[src/rtl/v_red_pkg.sv]
// v_red_pkg: shared constants and helpers for the reduction issue front-end.
package v_red_pkg;
    localparam logic [1:0] OPSEL_AND = 2'b01;
    localparam logic [1:0] OPSEL_OR  = 2'b10;
    localparam logic [1:0] OPSEL_XOR = 2'b11;
    localparam logic [1:0] SEW_8  = 2'd0;
    localparam logic [1:0] SEW_16 = 2'd1;
    localparam logic [1:0] SEW_32 = 2'd2;
    localparam logic [1:0] SEW_64 = 2'd3;

    typedef enum logic {IDLE, READ} state_t;

    function automatic logic [7:0] red_identity(input logic [1:0] op_sel);
        return op_sel == OPSEL_AND ? 8'hFF : 8'h00;
    endfunction

    function automatic logic [3:0] sew_bytes(input logic [1:0] sew);
        return sew == SEW_8 ? 4'd1 : sew == SEW_16 ? 4'd2 : sew == SEW_32 ? 4'd4 : 4'd8;
    endfunction
endpackage

[src/rtl/v_red_tail_fill.sv]
// v_red_tail_fill: replaces inactive bytes of a beat with the op identity byte.
module v_red_tail_fill
    import v_red_pkg::*;
#(
    parameter int DATA_WIDTH  = 64,
    parameter int OPSEL_WIDTH = 2,
    parameter int SEW_WIDTH   = 2
) (
    input  logic [DATA_WIDTH-1:0]  word,
    input  logic [2:0]             tb,
    input  logic                   is_last,
    input  logic                   is_scalar,
    input  logic [SEW_WIDTH-1:0]   sew,
    input  logic [OPSEL_WIDTH-1:0] op_sel,
    output logic [DATA_WIDTH-1:0]  filled
);
    logic [3:0] eb;
    logic [7:0] id;

    assign eb = sew_bytes(sew);
    assign id = red_identity(op_sel);

    // scalar beat keeps only lane 0; last data beat keeps only bytes below tb
    for (genvar i = 0; i < DATA_WIDTH / 8; i++) begin : g_byte
        assign filled[i*8 +: 8] = (is_scalar ? 4'(i) >= eb
                                             : is_last && tb != 3'd0 && 4'(i) >= {1'b0, tb})
                                  ? id : word[i*8 +: 8];
    end
endmodule

[src/rtl/v_red_issue.sv]
// v_red_issue: sequences one AND/OR/XOR reduction into a gap-free beat train:
// scalar beat first, then vs2 words read from the VRF with tail bytes filled.
module v_red_issue
    import v_red_pkg::*;
#(
    parameter int DATA_WIDTH  = 64,
    parameter int ADDR_WIDTH  = 32,
    parameter int VL_WIDTH    = 11,
    parameter int OPSEL_WIDTH = 2,
    parameter int SEW_WIDTH   = 2
) (
    input  logic                   clk,
    input  logic                   rst,
    input  logic                   req_valid,
    output logic                   req_ready,
    input  logic [OPSEL_WIDTH-1:0] req_opSel,
    input  logic [SEW_WIDTH-1:0]   req_sew,
    input  logic [VL_WIDTH-1:0]    req_vl,
    input  logic [ADDR_WIDTH-1:0]  req_vs2_addr,
    input  logic [ADDR_WIDTH-1:0]  req_vd_addr,
    input  logic [DATA_WIDTH-1:0]  req_scalar,
    output logic                   vrf_rd_en,
    output logic [ADDR_WIDTH-1:0]  vrf_rd_addr,
    input  logic [DATA_WIDTH-1:0]  vrf_rd_data,
    output logic [DATA_WIDTH-1:0]  out_vec0,
    output logic [DATA_WIDTH-1:0]  out_vec1,
    output logic                   out_valid,
    output logic                   out_start,
    output logic                   out_end,
    output logic [OPSEL_WIDTH-1:0] out_opSel,
    output logic [SEW_WIDTH-1:0]   out_sew,
    output logic [ADDR_WIDTH-1:0]  out_addr
);
    localparam int CW = VL_WIDTH + 3;

    state_t                 state, state_d;
    logic [CW-1:0]          req_bytes, req_words, n_q, cnt;
    logic [OPSEL_WIDTH-1:0] op_q;
    logic [SEW_WIDTH-1:0]   sew_q;
    logic [2:0]             tb_q;
    logic [ADDR_WIDTH-1:0]  vd_q;
    logic [DATA_WIDTH-1:0]  scalar_q, filled;
    logic                   accept, start_train, sc_q, tag_v, tag_last, beat;

    assign req_ready   = state == IDLE;
    assign accept      = req_valid && req_ready;
    assign start_train = accept && req_vl != '0;
    assign req_bytes   = CW'(req_vl) << req_sew;
    assign req_words   = (req_bytes + CW'(7)) >> 3;
    assign beat        = sc_q || tag_v;
    assign out_vec1    = '0;

    always_comb begin
        state_d = state;
        state_d = state == IDLE ? (start_train ? READ : IDLE) : (cnt == n_q ? IDLE : READ);
    end

    // scalar beat and read returns never coincide, so one fill unit serves both
    v_red_tail_fill #(
        .DATA_WIDTH (DATA_WIDTH),
        .OPSEL_WIDTH(OPSEL_WIDTH),
        .SEW_WIDTH  (SEW_WIDTH)
    ) u_fill (
        .word     (sc_q ? scalar_q : vrf_rd_data),
        .tb       (tb_q),
        .is_last  (tag_last),
        .is_scalar(sc_q),
        .sew      (sew_q),
        .op_sel   (op_q),
        .filled   (filled)
    );

    always_ff @(posedge clk) begin
        if (rst) begin
            state       <= IDLE;
            n_q         <= '0;
            cnt         <= '0;
            op_q        <= '0;
            sew_q       <= '0;
            tb_q        <= '0;
            vd_q        <= '0;
            scalar_q    <= '0;
            sc_q        <= 1'b0;
            tag_v       <= 1'b0;
            tag_last    <= 1'b0;
            vrf_rd_en   <= 1'b0;
            vrf_rd_addr <= '0;
            out_vec0    <= '0;
            out_valid   <= 1'b0;
            out_start   <= 1'b0;
            out_end     <= 1'b0;
            out_opSel   <= '0;
            out_sew     <= '0;
            out_addr    <= '0;
        end else begin
            state    <= state_d;
            sc_q     <= start_train;
            tag_v    <= vrf_rd_en;
            tag_last <= vrf_rd_en && cnt == n_q;
            if (accept) begin
                op_q     <= req_opSel;
                sew_q    <= req_sew;
                tb_q     <= req_bytes[2:0];
                n_q      <= req_words;
                vd_q     <= req_vd_addr;
                scalar_q <= req_scalar;
            end
            if (start_train) begin
                vrf_rd_en   <= 1'b1;
                vrf_rd_addr <= req_vs2_addr;
                cnt         <= CW'(1);
            end else if (state == READ && cnt != n_q) begin
                vrf_rd_en   <= 1'b1;
                vrf_rd_addr <= vrf_rd_addr + ADDR_WIDTH'(1);
                cnt         <= cnt + CW'(1);
            end else begin
                vrf_rd_en   <= 1'b0;
                vrf_rd_addr <= '0;
            end
            out_valid <= beat;
            out_start <= sc_q;
            out_end   <= tag_v && tag_last;
            out_vec0  <= beat ? filled : '0;
            out_opSel <= beat ? op_q : '0;
            out_sew   <= beat ? sew_q : '0;
            out_addr  <= beat ? vd_q : '0;
        end
    end
endmodule
[config.mk]
export PLATFORM = sky130hd
export DESIGN_NAME = v_red_issue
export DESIGN_NICKNAME = d
export VERILOG_FILES = /design/src/rtl/v_red_pkg.sv /design/src/rtl/v_red_tail_fill.sv /design/src/rtl/v_red_issue.sv
export SDC_FILE = /design/constraint.sdc
export NUM_CORES = 1
export LEC_CHECK = 0
export CAP_MARGIN = 10
export CELL_PAD_IN_SITES_DETAIL_PLACEMENT = 1
export CELL_PAD_IN_SITES_GLOBAL_PLACEMENT = 1
export CORE_MARGIN = 5
export CORE_UTILIZATION = 35
export CTS_CLUSTER_DIAMETER = 60
export CTS_CLUSTER_SIZE = 40
export DETAILED_ROUTE_END_ITERATION = 8
export GPL_ROUTABILITY_DRIVEN = 1
export GPL_TIMING_DRIVEN = 0
export PLACE_DENSITY = 0.9
export SETUP_SLACK_MARGIN = 0.1
export SLEW_MARGIN = 20
export SYNTH_ARGS = -nofsm -noshare
export SYNTH_HDL_FRONTEND = slang
export SYNTH_SLANG_ARGS = --single-unit
export TNS_END_PERCENT = 5
[constraint.sdc]
create_clock -name clk -period 3.6 [get_ports clk]
set_clock_uncertainty 0.15 [all_clocks]
set_input_delay 0.9 -clock clk [delete_from_list [all_inputs] [get_ports clk]]
set_output_delay 0.9 -clock clk [all_outputs]
set_load 0.03 [all_outputs]
# Word level (Yosys, flattened, before mapping)

Index checks and enable logic that the tools add are counted.

Register bits: 268
Output and inout port bits: 201
Word-level logic and storage cells: 97

$add $sub $neg: 3
$lt $le $gt $ge: 15
Equal/unequal tests: 5
Shift operators: 1
Muxes and demuxes: 30
Bitwise gates (word level): 2
Reductions and logical operators: 20

Operators by type and width:

| cell                                                 | count |
|---|---|
| two-way mux 8 bit                                    | 9 |
| two-way mux 32 bit                                   | 2 |
| two-way mux 64 bit                                   | 1 |
| adder 32 x 1 -> 32 bit (second input constant)       | 1 |
| >= comparator 3 x 4 -> 1 bit (first input constant)  | 4 |
| two-way mux 1 bit                                    | 15 |
| adder 14 x 1 -> 14 bit (second input constant)       | 1 |
| adder 14 x 3 -> 14 bit (second input constant)       | 1 |
| equality test 14 x 11 -> 1 bit                       | 1 |
| != test 14 x 11 -> 1 bit                             | 1 |
| << shifter 11 x 2 -> 14 bit                          | 1 |
| logical AND 1 bit                                    | 13 |
| two-way mux 4 bit                                    | 3 |
| nonzero test 11 bit                                  | 1 |
| >= comparator 3 bit (first input constant)           | 3 |
| >= comparator 1 x 4 -> 1 bit (first input constant)  | 2 |
| >= comparator 2 x 4 -> 1 bit (first input constant)  | 2 |
| >= comparator 1 x 3 -> 1 bit (first input constant)  | 2 |
| >= comparator 2 x 3 -> 1 bit (first input constant)  | 2 |
| equality test 2 x 1 -> 1 bit (second input constant) | 2 |
| OR reduction 2 bit                                   | 2 |
| nonzero test 3 bit                                   | 1 |
| equality test 2 bit (second input constant)          | 1 |
| logical NOT 2 bit                                    | 1 |
| 3 further kinds                                      | 4 |

# Depth between registers and ports, before layout

Depth after elaboration: 7
Gate-level depth with buffers: 8
Gate-level depth less buffers: 6

# Hierarchy

Synthesis repeated with hierarchy kept, for this count alone.

Cell total of the unflattened synthesis: 1,366
Area, all modules: 11,680.0 µm²

Modules (own cells, without submodules):

| module          | instances | cells an instance | area an instance (µm²) | seq. area each (µm²) |
|---|---|---|---|---|
| v_red_issue     | 1         | 1,227             | 10,940.5               | 5,365.1 |
| v_red_tail_fill | 1         | 139               | 739.5                  | 0.0 |

# Worst setup path after synthesis

OpenSTA, ideal clock, no wires.

Path kind: input to register
Start point: input req_sew[0]
End point: register n_q[9]
Library setup time: 0.091 ns
Arrival: 2.531 ns
Required time: 3.359 ns
Slack: 0.828 ns
Cell stages on the path: 6
Buffers on the path: 1
Path through: buf_6 > mux4_2 > nand2_1 > or3_4 > or4_1 > a311oi_1

Word-level cells in the longest chain between the ends: 2

RTL lines:

| item                        | line               | text |
|---|---|---|
| start, declared             | v_red_issue.sv:17  | `input logic [SEW_WIDTH-1:0] req_sew,` |
| << shifter 11 x 2 -> 14 bit | v_red_issue.sv:48  | `assign req_bytes = CW'(req_vl) << req_sew;` |
| adder 14 x 3 -> 14 bit      | v_red_issue.sv:49  | `assign req_words = (req_bytes + CW'(7)) >> 3;` |
| end signal, assigned        | v_red_issue.sv:104 | `n_q <= req_words;` |
| end, declared               | v_red_issue.sv:37  | `logic [CW-1:0] req_bytes, req_words, n_q, cnt;` |

Every way passes these cells.
A chain may end at the register's enable or synchronous reset.

# Final worst setup path

Start point: input req_valid
End point: register scalar_q[56]

Word-level cells in the longest chain between the ends: 1

RTL lines:

| item                 | line               | text |
|---|---|---|
| start, declared      | v_red_issue.sv:14  | `input logic req_valid,` |
| logical AND 1 bit    | v_red_issue.sv:46  | `assign accept = req_valid && req_ready;` |
| end signal, assigned | v_red_issue.sv:106 | `scalar_q <= req_scalar;` |
| end, declared        | v_red_issue.sv:42  | `logic [DATA_WIDTH-1:0] scalar_q, filled;` |

Every way passes these cells.

==> results.md <==
- First-pass GRT wire length: 66400 µm
- Setup Viol. Count Final: 0
- Resized Gates After CTS: 0
- Chip width: 187 µm
- CP Data Arrival Time: 3.49 ns
- FF-to-FF End: out_vec0[21]
- Max cap viols: 0
- Flip-flop and latch area: 5370 µm²
- Largest net degree at the start of global routing: 24
- Drt first pass iters: 4
- Layout Cells excl Fill: 2105
- Vias in the first global route: 11656
- Critical Path RT: 3.96 ns
- Max-slew headroom: 27.8%
- Synthesis-stage register bit count: 268
- HP Start: vd_q[26]
- Total power: 7840 µW
- Worst Hold Class: reg -> reg
- Hold Violations, Final: 0
- Initial antenna violation count: 4
- Lkg Pwr: 0.00602 µW
- Synthesized-area fraction occupied by adder cells: 0.229%
- Mux cell area share after synthesis: 7.83%
- Area growth syn-to-layout: 48.0%
- Yosys warnings: 0
- Final wirelength: 43100 µm
- PD cells: 485 nW/µm²
- Seq/Total Area, Yosys: 49.2%
- Crit-path slowest cell: clkbuf_1
- Initial Util: 35.6%
- Crit end category: register
- Clock Latency Late Sink: 0.58 ns
- Startpoint Class: primary input
- CP max stage delay: 0.65 ns
- GR Util All Layers: 23.4%
- Final Cycle Share: 87.0%
- Hold slack: 0.295 ns
- Cell at the root of the clock tree: clkbuf_16
- CP most frequent cell: clkbuf_1
- Critical path fanouts, max: 10
- Post-CTS Setup Inserts: 0
- Worst Hold End: out_addr[26]
- Compound-Gate Fraction of Synth Area: 12.6%
- Clock sinks: 268
- I/O pins: 411
- Antenna-violating nets left: 0
- WL per Instance: 20.5 µm
- # fillers: 3511
- RSZ-0062 raised after global routing: no
- Dpl cells: 2051
- Type of the worst setup path: in -> reg
- Gpl congestion: 0.873
- Htree depth: 1
- Worst-case reg-to-reg path depth: 8
- Final worst slack: 0.468 ns
- Yosys cell types: 50
- Core footprint: 30700 µm²
- Synth Area in XOR/XNOR: 3.53%
- Maximum achievable frequency: 0.319 GHz
- Simple-gate share of the synthesized area: 19.2%
- R2R Setup Slk: 0.51 ns
- Multi-input logic area: 4980 µm²
- Die area: 34800 µm²
- Worst-path cell chain: clkdlybuf4s50_1, nor2b_1, clkbuf_1, clkbuf_1, buf_1, nand2_1, a21oi_1
- Dpl ws: -0.142 ns
- Largest family of logic cells by synthesized area: simple AND/OR/NAND/NOR gates
- Post-Synthesis Cell Area: 10900 µm²
- Hold path depth: 1
- TNS Setup: 0 ns
- Proportion of layout cells with a drive suffix above 1: 7.57%
- Via count: 10626
- Avg Vias per Cell: 5.05
- CTS clock-pin slew for the worst setup and hold paths: 0.09 ns
- Final slew viol count: 0
- Top_reg_cell synth: dfxtp_1
- Final nets: 1896
- FF-to-FF Start: sc_q
- Peak supply drop: 362 µV
- Mean Syn Cell Area: 8.75 µm²
- Post-synthesis instance total: 1247
- DP Wirelength: 32800 µm
- Ys async rst share: 0%
- Final worst path period need: 3.13 ns
- DR iter-0 viols: 441
- IO Port Bufs: 345
- Row Count: 64
- CTS tree: built
- Measured slew at the worst slew-check pin: 1.07 ns
- Hold Buf Count CTS: 0
- CTS Buf Count: 27
- Residual DRC: 0
- Number of synthesized flops with an enable pin: 0
- CTS Buffer Depth: 3
- Die Ht: 187 µm
- GRT overflow: 0
- Status: complete, no violations
worst max-delay path by stage:
stage	from	endpoint	cells after the start
after global placement	req_valid	vd_q[18]	7
after floorplan	req_sew[0]	n_q[9]	6
after CTS	req_valid	vd_q[23]	7
after detailed placement	req_valid	vd_q[23]	7
final	req_valid	scalar_q[56]	7
after global routing	sc_q	out_vec0[21]	8
flip-flops by register name (all words and copies together), names as in the netlist:
name         flops
out_vec0        64
scalar_q        64
out_addr        32
vd_q            32
vrf_rd_addr     32
cnt             14
n_q             11
tb_q             3
op_q             2
out_opSel        2
out_sew          2
sew_q            2
out_end          1
out_start        1
out_valid        1
sc_q             1
state            1
tag_last         1
tag_v            1
vrf_rd_en        1
cells by family after synthesis:
group,after synthesis
flops,268
fa+ha+maj,2
xor+xnor,44
simple gates,452
other cells,1
buf+inv,148
mux,77
compound gates,255
Yosys cell counts (13+ instances only):
cell | instances | area share [%]
nand3_1 | 24 | 1.1
a21oi_1 | 176 | 8.1
xor2_1 | 20 | 1.6
and2_1 | 39 | 2.2
nand4_1 | 18 | 1.0
dfxtp_1 | 268 | 49
o21ai_1 | 24 | 1.1
buf_4 | 64 | 4.4
nor2_1 | 31 | 1.1
mux2i_1 | 67 | 6.1
o21ai_0 | 22 | 1.0
xnor2_1 | 24 | 1.9
nand2_1 | 260 | 8.9
clkbuf_1 | 66 | 2.3
nor4_1 | 13 | 0.75
layer usage:
| layer | global-route usage, % | part of all wire [%] | vias up |
|---|---|---|---|
| met5 | 0 | 0 | - |
| met4 | 9.00 | 3.8 | 0 |
| met1 | 26.8 | 39 | 5129 |
| met2 | 41.7 | 50 | 406 |
| li1 | - | - | 5003 |
| met3 | 6.13 | 7.2 | 88 |
power breakdown:
group | total [µW] | leakage (µW) | internal [µW] | switching [µW]
clock | 3140 | 0.000492 | 1560 | 1580
combinational | 1430 | 0.00334 | 602 | 831
sequential | 3260 | 0.00219 | 3140 | 120
per-stage QoR:
step	util [%]	area [µm²]
after global routing	52.7	16200
after global placement	49.2	15100
after floorplan	-	11100
final	52.7	16200
after detailed placement	49.2	15100
after CTS	52.6	16100
final cells by class:
class / instances / share of cell area (%)
well taps: 396 / 3.07
flip-flops and latches: 268 / 33.2
plain buffers: 139 / 4.78
inverters: 9 / 0.209
clock buffers: 27 / 4.18
clock inverters: 23 / 2.25
diodes: 4 / 0.0620
multi-input cells: 894 / 30.8
repair buffers: 345 / 21.4
layout by cell type, fill, tap and decap left out, types with 27 or more instances in the layout:
master / count
a21oi_1: 176
nor2_1: 31
nand2_1: 260
mux2i_1: 67
clkbuf_16: 27
conb_1: 64
buf_4: 64
clkdlybuf4s50_1: 345
dfxtp_1: 268
clkbuf_1: 66
and2_1: 39
worst max-delay path, delay by kind of cell:
kind / cells / cell delay [ns]
buffers and inverters: 4 / 2.16
AO/OA/AOI/OAI: 1 / 0.15
AND/OR/NAND/NOR: 2 / 0.28
Power figures use the tool's default switching activity.
